<file path="src/rtl/psum_arb_pkg.sv">
`default_nettype none
// ============================================================================
// Module      : psum_arb_pkg
// Description : Shared FSM encoding and round-robin helper for the psum
//               drain arbiter and other column arbiters.
// Revision    : 1.0 - initial release
// ============================================================================
package psum_arb_pkg;

    localparam int         c_ST_W     = 1;
    localparam logic [0:0] c_ST_IDLE  = 1'b0;
    localparam logic [0:0] c_ST_BURST = 1'b1;

    // Upper bound on requesters the helper can scan.
    localparam int c_MAX_REQ = 32;

    // First set bit of mask searching ptr+1, ptr+2, ... with wrap at n-1.
    // Returns ptr when mask is empty; callers qualify with |mask.
    function automatic int next_rr(input int ptr, input logic [c_MAX_REQ-1:0] mask, input int n);
        int   idx;
        int   win;
        logic found;
        idx   = ptr;
        win   = ptr;
        found = 1'b0;
        for (int k = 0; k < c_MAX_REQ; k++) begin
            if (k < n) begin
                idx = (idx == n - 1) ? 0 : idx + 1;
                if (!found && mask[idx[4:0]]) begin
                    win   = idx;
                    found = 1'b1;
                end
            end
        end
        return win;
    endfunction

endpackage
`default_nettype wire

</file>
<file path="src/rtl/rr_pick.sv">
`default_nettype none
// ============================================================================
// Module      : rr_pick
// Description : Combinational rotate-priority encoder; picks the first set
//               mask bit after the pointer, wrapping at NUM_REQ-1.
// Revision    : 1.0 - initial release
// ============================================================================
module rr_pick
    import psum_arb_pkg::*;
#(
    parameter  int NUM_REQ   = 4,
    localparam int SRC_WIDTH = $clog2(NUM_REQ)
) (
    input  logic [SRC_WIDTH-1:0] i_ptr,
    input  logic [NUM_REQ-1:0]   i_mask,
    output logic [SRC_WIDTH-1:0] o_idx,
    output logic                 o_found
);

    logic [c_MAX_REQ-1:0] w_mask_ext;

    always_comb begin
        w_mask_ext                = '0;
        w_mask_ext[NUM_REQ-1:0]   = i_mask;
        o_idx                     = SRC_WIDTH'(next_rr(int'(i_ptr), w_mask_ext, NUM_REQ));
        o_found                   = |i_mask;
    end

endmodule
`default_nettype wire

</file>
<file path="src/rtl/psum_drain_arbiter.sv">
`default_nettype none
// ============================================================================
// Module      : psum_drain_arbiter
// Description : Round-robin burst arbiter draining per-column psum FIFOs onto
//               one valid/ready write channel with a source tag.
//               Optional macro PSUM_ARB_WORD_CNT_EN adds word_cnt/burst_trunc.
// Revision    : 1.0 - initial release
// ============================================================================
module psum_drain_arbiter
    import psum_arb_pkg::*;
#(
    parameter  int NUM_REQ    = 4,
    parameter  int DATA_WIDTH = 16,
    parameter  int BURST_LEN  = 4,
    localparam int SRC_WIDTH  = $clog2(NUM_REQ)
) (
    input  logic                          clk,
    input  logic                          rst,
    input  logic                          flush,
    input  logic [NUM_REQ-1:0]            req_empty,
    input  logic [NUM_REQ*DATA_WIDTH-1:0] req_data,
    output logic [NUM_REQ-1:0]            req_read_en,
    output logic [DATA_WIDTH-1:0]         out_data,
    output logic [SRC_WIDTH-1:0]          out_src,
    output logic                          out_last,
    output logic                          out_valid,
    input  logic                          out_ready
`ifdef PSUM_ARB_WORD_CNT_EN
   ,output logic [31:0]                   word_cnt,
    output logic                          burst_trunc
`endif
);

    localparam int                c_BEAT_W    = $clog2(BURST_LEN + 1);
    localparam logic [c_BEAT_W-1:0] c_LAST_BEAT = c_BEAT_W'(BURST_LEN - 1);

    logic [c_ST_W-1:0]     r_state;
    logic [c_BEAT_W-1:0]   r_beat_cnt;
    logic [SRC_WIDTH-1:0]  r_grant_idx;
    logic [SRC_WIDTH-1:0]  r_rr_ptr;

    logic                  w_can_load;
    logic                  w_head_empty;
    logic [DATA_WIDTH-1:0] w_head_data;
    logic                  w_pop;
    logic                  w_last_beat;
    logic                  w_trunc;
    logic [SRC_WIDTH-1:0]  w_win;
    logic                  w_any;

    rr_pick #(
        .NUM_REQ (NUM_REQ)
    ) u_rr_pick (
        .i_ptr   (r_rr_ptr),
        .i_mask  (~req_empty),
        .o_idx   (w_win),
        .o_found (w_any)
    );

    // Head-of-FIFO mux over the granted column.
    always_comb begin
        w_head_empty = 1'b1;
        w_head_data  = '0;
        for (int i = 0; i < NUM_REQ; i++) begin
            if (r_grant_idx == SRC_WIDTH'(i)) begin
                w_head_empty = req_empty[i];
                w_head_data  = req_data[i*DATA_WIDTH +: DATA_WIDTH];
            end
        end
    end

    always_comb begin
        w_can_load  = !out_valid || out_ready;
        w_pop       = (r_state == c_ST_BURST) && w_can_load && !w_head_empty;
        w_trunc     = (r_state == c_ST_BURST) && w_head_empty;
        w_last_beat = (r_beat_cnt == c_LAST_BEAT);
    end

    always_comb begin
        req_read_en = '0;
        for (int i = 0; i < NUM_REQ; i++) begin
            if (w_pop && (r_grant_idx == SRC_WIDTH'(i))) begin
                req_read_en[i] = 1'b1;
            end
        end
    end

    always_ff @(posedge clk) begin
        if (rst || flush) begin
            r_state     <= c_ST_IDLE;
            r_beat_cnt  <= '0;
            r_grant_idx <= '0;
            r_rr_ptr    <= SRC_WIDTH'(NUM_REQ - 1);
            out_data    <= '0;
            out_src     <= '0;
            out_last    <= 1'b0;
            out_valid   <= 1'b0;
        end else begin
            if (w_pop) begin
                out_data  <= w_head_data;
                out_src   <= r_grant_idx;
                out_last  <= w_last_beat;
                out_valid <= 1'b1;
            end else if (out_valid && out_ready) begin
                out_valid <= 1'b0;
            end

            if (r_state == c_ST_IDLE) begin
                if (w_any) begin
                    r_grant_idx <= w_win;
                    r_rr_ptr    <= w_win;
                    r_beat_cnt  <= '0;
                    r_state     <= c_ST_BURST;
                end
            end else begin
                if (w_pop) begin
                    r_beat_cnt <= r_beat_cnt + c_BEAT_W'(1);
                    if (w_last_beat) begin
                        r_state <= c_ST_IDLE;
                    end
                end else if (w_trunc) begin
                    // Column ran dry mid-burst; release the channel early.
                    r_state <= c_ST_IDLE;
                end
            end
        end
    end

`ifdef PSUM_ARB_WORD_CNT_EN
    always_ff @(posedge clk) begin
        if (rst || flush) begin
            word_cnt    <= '0;
            burst_trunc <= 1'b0;
        end else begin
            burst_trunc <= w_trunc;
            if (out_valid && out_ready) begin
                word_cnt <= word_cnt + 32'd1;
            end
        end
    end
`endif

endmodule
`default_nettype wire

</file>
<file path="config.mk">
export PLATFORM = sky130hd
export DESIGN_NAME = psum_drain_arbiter
export DESIGN_NICKNAME = d
export VERILOG_FILES = /design/src/rtl/psum_arb_pkg.sv /design/src/rtl/rr_pick.sv /design/src/rtl/psum_drain_arbiter.sv
export SDC_FILE = /design/constraint.sdc
export NUM_CORES = 1
export LEC_CHECK = 0
export ABC_AREA = 1
export CAP_MARGIN = 20
export CORE_MARGIN = 5
export CORE_UTILIZATION = 35
export CTS_CLUSTER_SIZE = 16
export DETAILED_ROUTE_END_ITERATION = 10
export DONT_BUFFER_PORTS = 1
export PLACE_DENSITY = 0.5
export SYNTH_ARGS = -nofsm -noshare
export SYNTH_HDL_FRONTEND = slang
export SYNTH_SLANG_ARGS = --single-unit
</file>
<file path="constraint.sdc">
create_clock -name clk -period 2.55 [get_ports clk]
set_clock_uncertainty 0.1 [all_clocks]
set_input_delay 0.51 -clock clk [delete_from_list [all_inputs] [get_ports clk]]
set_output_delay 0.51 -clock clk [all_outputs]
set_load 0.01 [all_outputs]
</file>
==> flow_metrics.tcl <==
set metrics [dict create \
    status "finished clean" \
    cts_sinks 28 \
    finalCriticalPeriod_ps 2350 \
    ys_ff_latch 28 \
    most-common-layout-cells "119 x nand2_1, 27 x nand3_1, 26 x dfxtp_1, 15 x inv_1" \
    root_buffer "clkbuf_8" \
    rsz0062_at_grt "no" \
    layout_setup_ws_ps 200.1 \
    core-area_um2 5140 \
    path_clk_slew_ps 100 \
    drt-initial-drc-count 39 \
    grt.total_usage 0.1493 \
    synth.area.top_cells "dfxtp_1 30%, nand2_1 24%, nand3_1 7.2%" \
    powerDensity_nw_per_um2 600.5 \
    grt_pass1_vias 1814 \
    cpPeakStageDelay_ps 470 \
    cp_max_fo 18 \
    worstPathRequired_ps 1940 \
    die-area_um2 6915 \
    hp-class "in -> reg" \
    antenna_found_initial 0 \
    hold_violations 0 \
    start_util 0.3644 \
    drc_errors 0 \
    synth_nets 370 \
    die_h_um 83.16 \
    rows 26 \
    num_io_pins 96 \
    netlist_area_um2 1873 \
    routed_wl_um 5244 \
    p_switching_uw 405.0 \
    synth.top_cell.area_share 0.2993 \
    post_cts_buffers 0 \
    grt_pass1_wl_um 8756 \
    numCtsBuffers 3 \
    path_cells "nand2_1, o21ai_1, a21oi_1, o21ai_2, nand3_4, nor3_1, buf_4" \
    clkLatencyLatePin_ps 270 \
    power_mw 1.197 \
    final_common_cell "nand2_1" \
    grt_use_met3 0.03267 \
    layout-drive-gt1-share 0.1443 \
    crit_family "simple AND/OR/NAND/NOR gates" \
    dp_slack_ps 346.9 \
    max-slew-margin-rel 0.6319 \
    place_hpwl_um 4011 \
    detail-route-antenna-nets 0 \
    endpoint_kind "output port" \
    crit_slowest_cell "dfxtp_2" \
    max_freq_mhz 425.6 \
    final_max_slew_viol_count 0 \
    insertedDiodeCount 0 \
    grt_max_degree 30 \
    cts_tree "yes" \
    cp_data_arrival_time_ps 1740 \
    max_cap_viol_count 0 \
    syn_to_final_growth_pct 6.413 \
    pwr-share-clk 0.294 \
    vias 1868 \
    ys_seq_area_frac 0.2993 \
    gr-usage-met1 0.1851 \
    cts_buffer_depth 2 \
    avgSynthCellArea_um2 6.349 \
    htreeDepth 1 \
    synth_top_cell_by_area "dfxtp_1" \
    first_pass_iters 4 \
    critPathKind "reg -> out" \
    overflow 0 \
    p_comb_frac 0.304 \
    setup_viol 0 \
    start_kind "flop" \
    grt_busiest_layer "met2" \
    p_sw_frac 0.3384 \
    via_per_inst 5.175 \
    ys_types 29 \
    ys_warn_count 0 \
    wire_per_inst_um 14.53 \
    synth-main-ff-cell "dfxtp_1" \
    vdd_drop_max_mv 0.2312 \
    die_x_um 83.16 \
    finalCritPeriodShare 0.9215 \
    synth_edf_count 0 \
    tightest_slew_ps 551.4 \
    grtUsageMet2 0.2587 \
    p_seq_frac 0.402 \
    critPathBufInv 1 \
    fin_nets 367 \
    setup_tns_ps 0 \
    synthCells 295 \
    leakagePower_nw 0.8131 \
    p_int_uw 791.9 \
    port_buffers 0 \
    gp_congestion 0.7662 \
    async_flop_share 0 \
]
[state kept, by name (all words and copies together) (netlist names)]
signal       flops
out_data        16
out_valid        1
r_state          1
out_src          2
r_grant_idx      2
r_rr_ptr         2
r_beat_cnt       3
out_last         1
[worst reg2reg max path, cell delays in order, from the launching register on]
cell     delay (ps)
dfxtp_1         360
ha_1            240
nor2_2          360
nand2_1         130
nand3_1         130
nand2_1          80
a21oi_1         210
nand2_1         110
nand3_1          80
nand3_1         120
a21oi_1         170
[area by class of cell]
| class | count | area (um^2) |
|---|---|---|
| clock inverters | 1 | 30.03 |
| clock buffers | 3 | 41.29 |
| inverters | 19 | 71.32 |
| multi-input cells | 234 | 1155 |
| flip-flops and latches | 28 | 563.0 |
| repair buffers | 6 | 45.04 |
| well taps | 70 | 87.58 |
| fillers | 600 | 3147 |
[Yosys cell counts, drive strengths merged, types with 3 or more instances]
| cell | number |
|---|---|
| a21oi | 23 |
| a221oi | 8 |
| buf | 7 |
| clkbuf | 7 |
| dfxtp | 28 |
| ha | 3 |
| inv | 18 |
| nand2 | 130 |
| nand3 | 28 |
| nand4 | 8 |
| nor2 | 16 |
| o21ai | 13 |
[path summary, 6_finish.rpt]
path | from | to | slack (ps) | cells past startpoint
max reg2reg | r_rr_ptr[0] | r_grant_idx[1] | 370 | 10
max | r_grant_idx[0] | req_read_en[0] | 200 | 7
min reg2reg | r_beat_cnt[2] | r_beat_cnt[2] | 370 | 2
min | rst | r_state | 310 | 2
[per-layer routing]
layer | vias to the layer above | share of wire | routed length, um
met1 | 840 | 0.43 | 2272
met5 | - | 0 | 0
met4 | 0 | 0.014 | 76
met3 | 6 | 0.066 | 345
li1 | 962 | - | -
met2 | 60 | 0.49 | 2549
[power groups by stage]
stage          Clock, mW  Combinational, mW  Sequential, mW
2_1_floorplan          0              0.307           0.478
4_1_cts            0.364              0.366           0.481
5_1_grt            0.383              0.425           0.484
3_3_place_gp           0              0.367           0.491
6_report           0.352              0.364           0.481
3_5_place_dp           0              0.364           0.491
[through the flow]
step / util / area [um^2] / hold slack [ps] / cells
after global placement: 0.3734 / 1919 / 351.9 / 357
final: 0.3878 / 1993 / 314.0 / 361
after floorplan: - / 1873 / 328.3 / 295
after global routing: 0.3878 / 1993 / 315.2 / 361
after detailed placement: 0.3734 / 1919 / 353.2 / 357
after CTS: 0.3873 / 1991 / 316.0 / 361
[cells by family (layout without fill, tap and decap cells)]
kind of cell,after synthesis,count (layout),share of synthesized area
and+or+nand+nor,184,184,0.4282
AOI/OAI and AO/OA,47,47,0.1683
buffers and inverters,33,29,0.08416
DFF,28,28,0.2993
adders and majority gates,3,3,0.02004
[repair_timing]
| action | 4_1_cts | 5_1_grt |
|---|---|---|
| endpoints found under the setup margin | 0 | 4 |
| gates resized for setup | 0 | 2 |
| hold buffers | 0 | 0 |
Power figures use the tool's default switching activity.
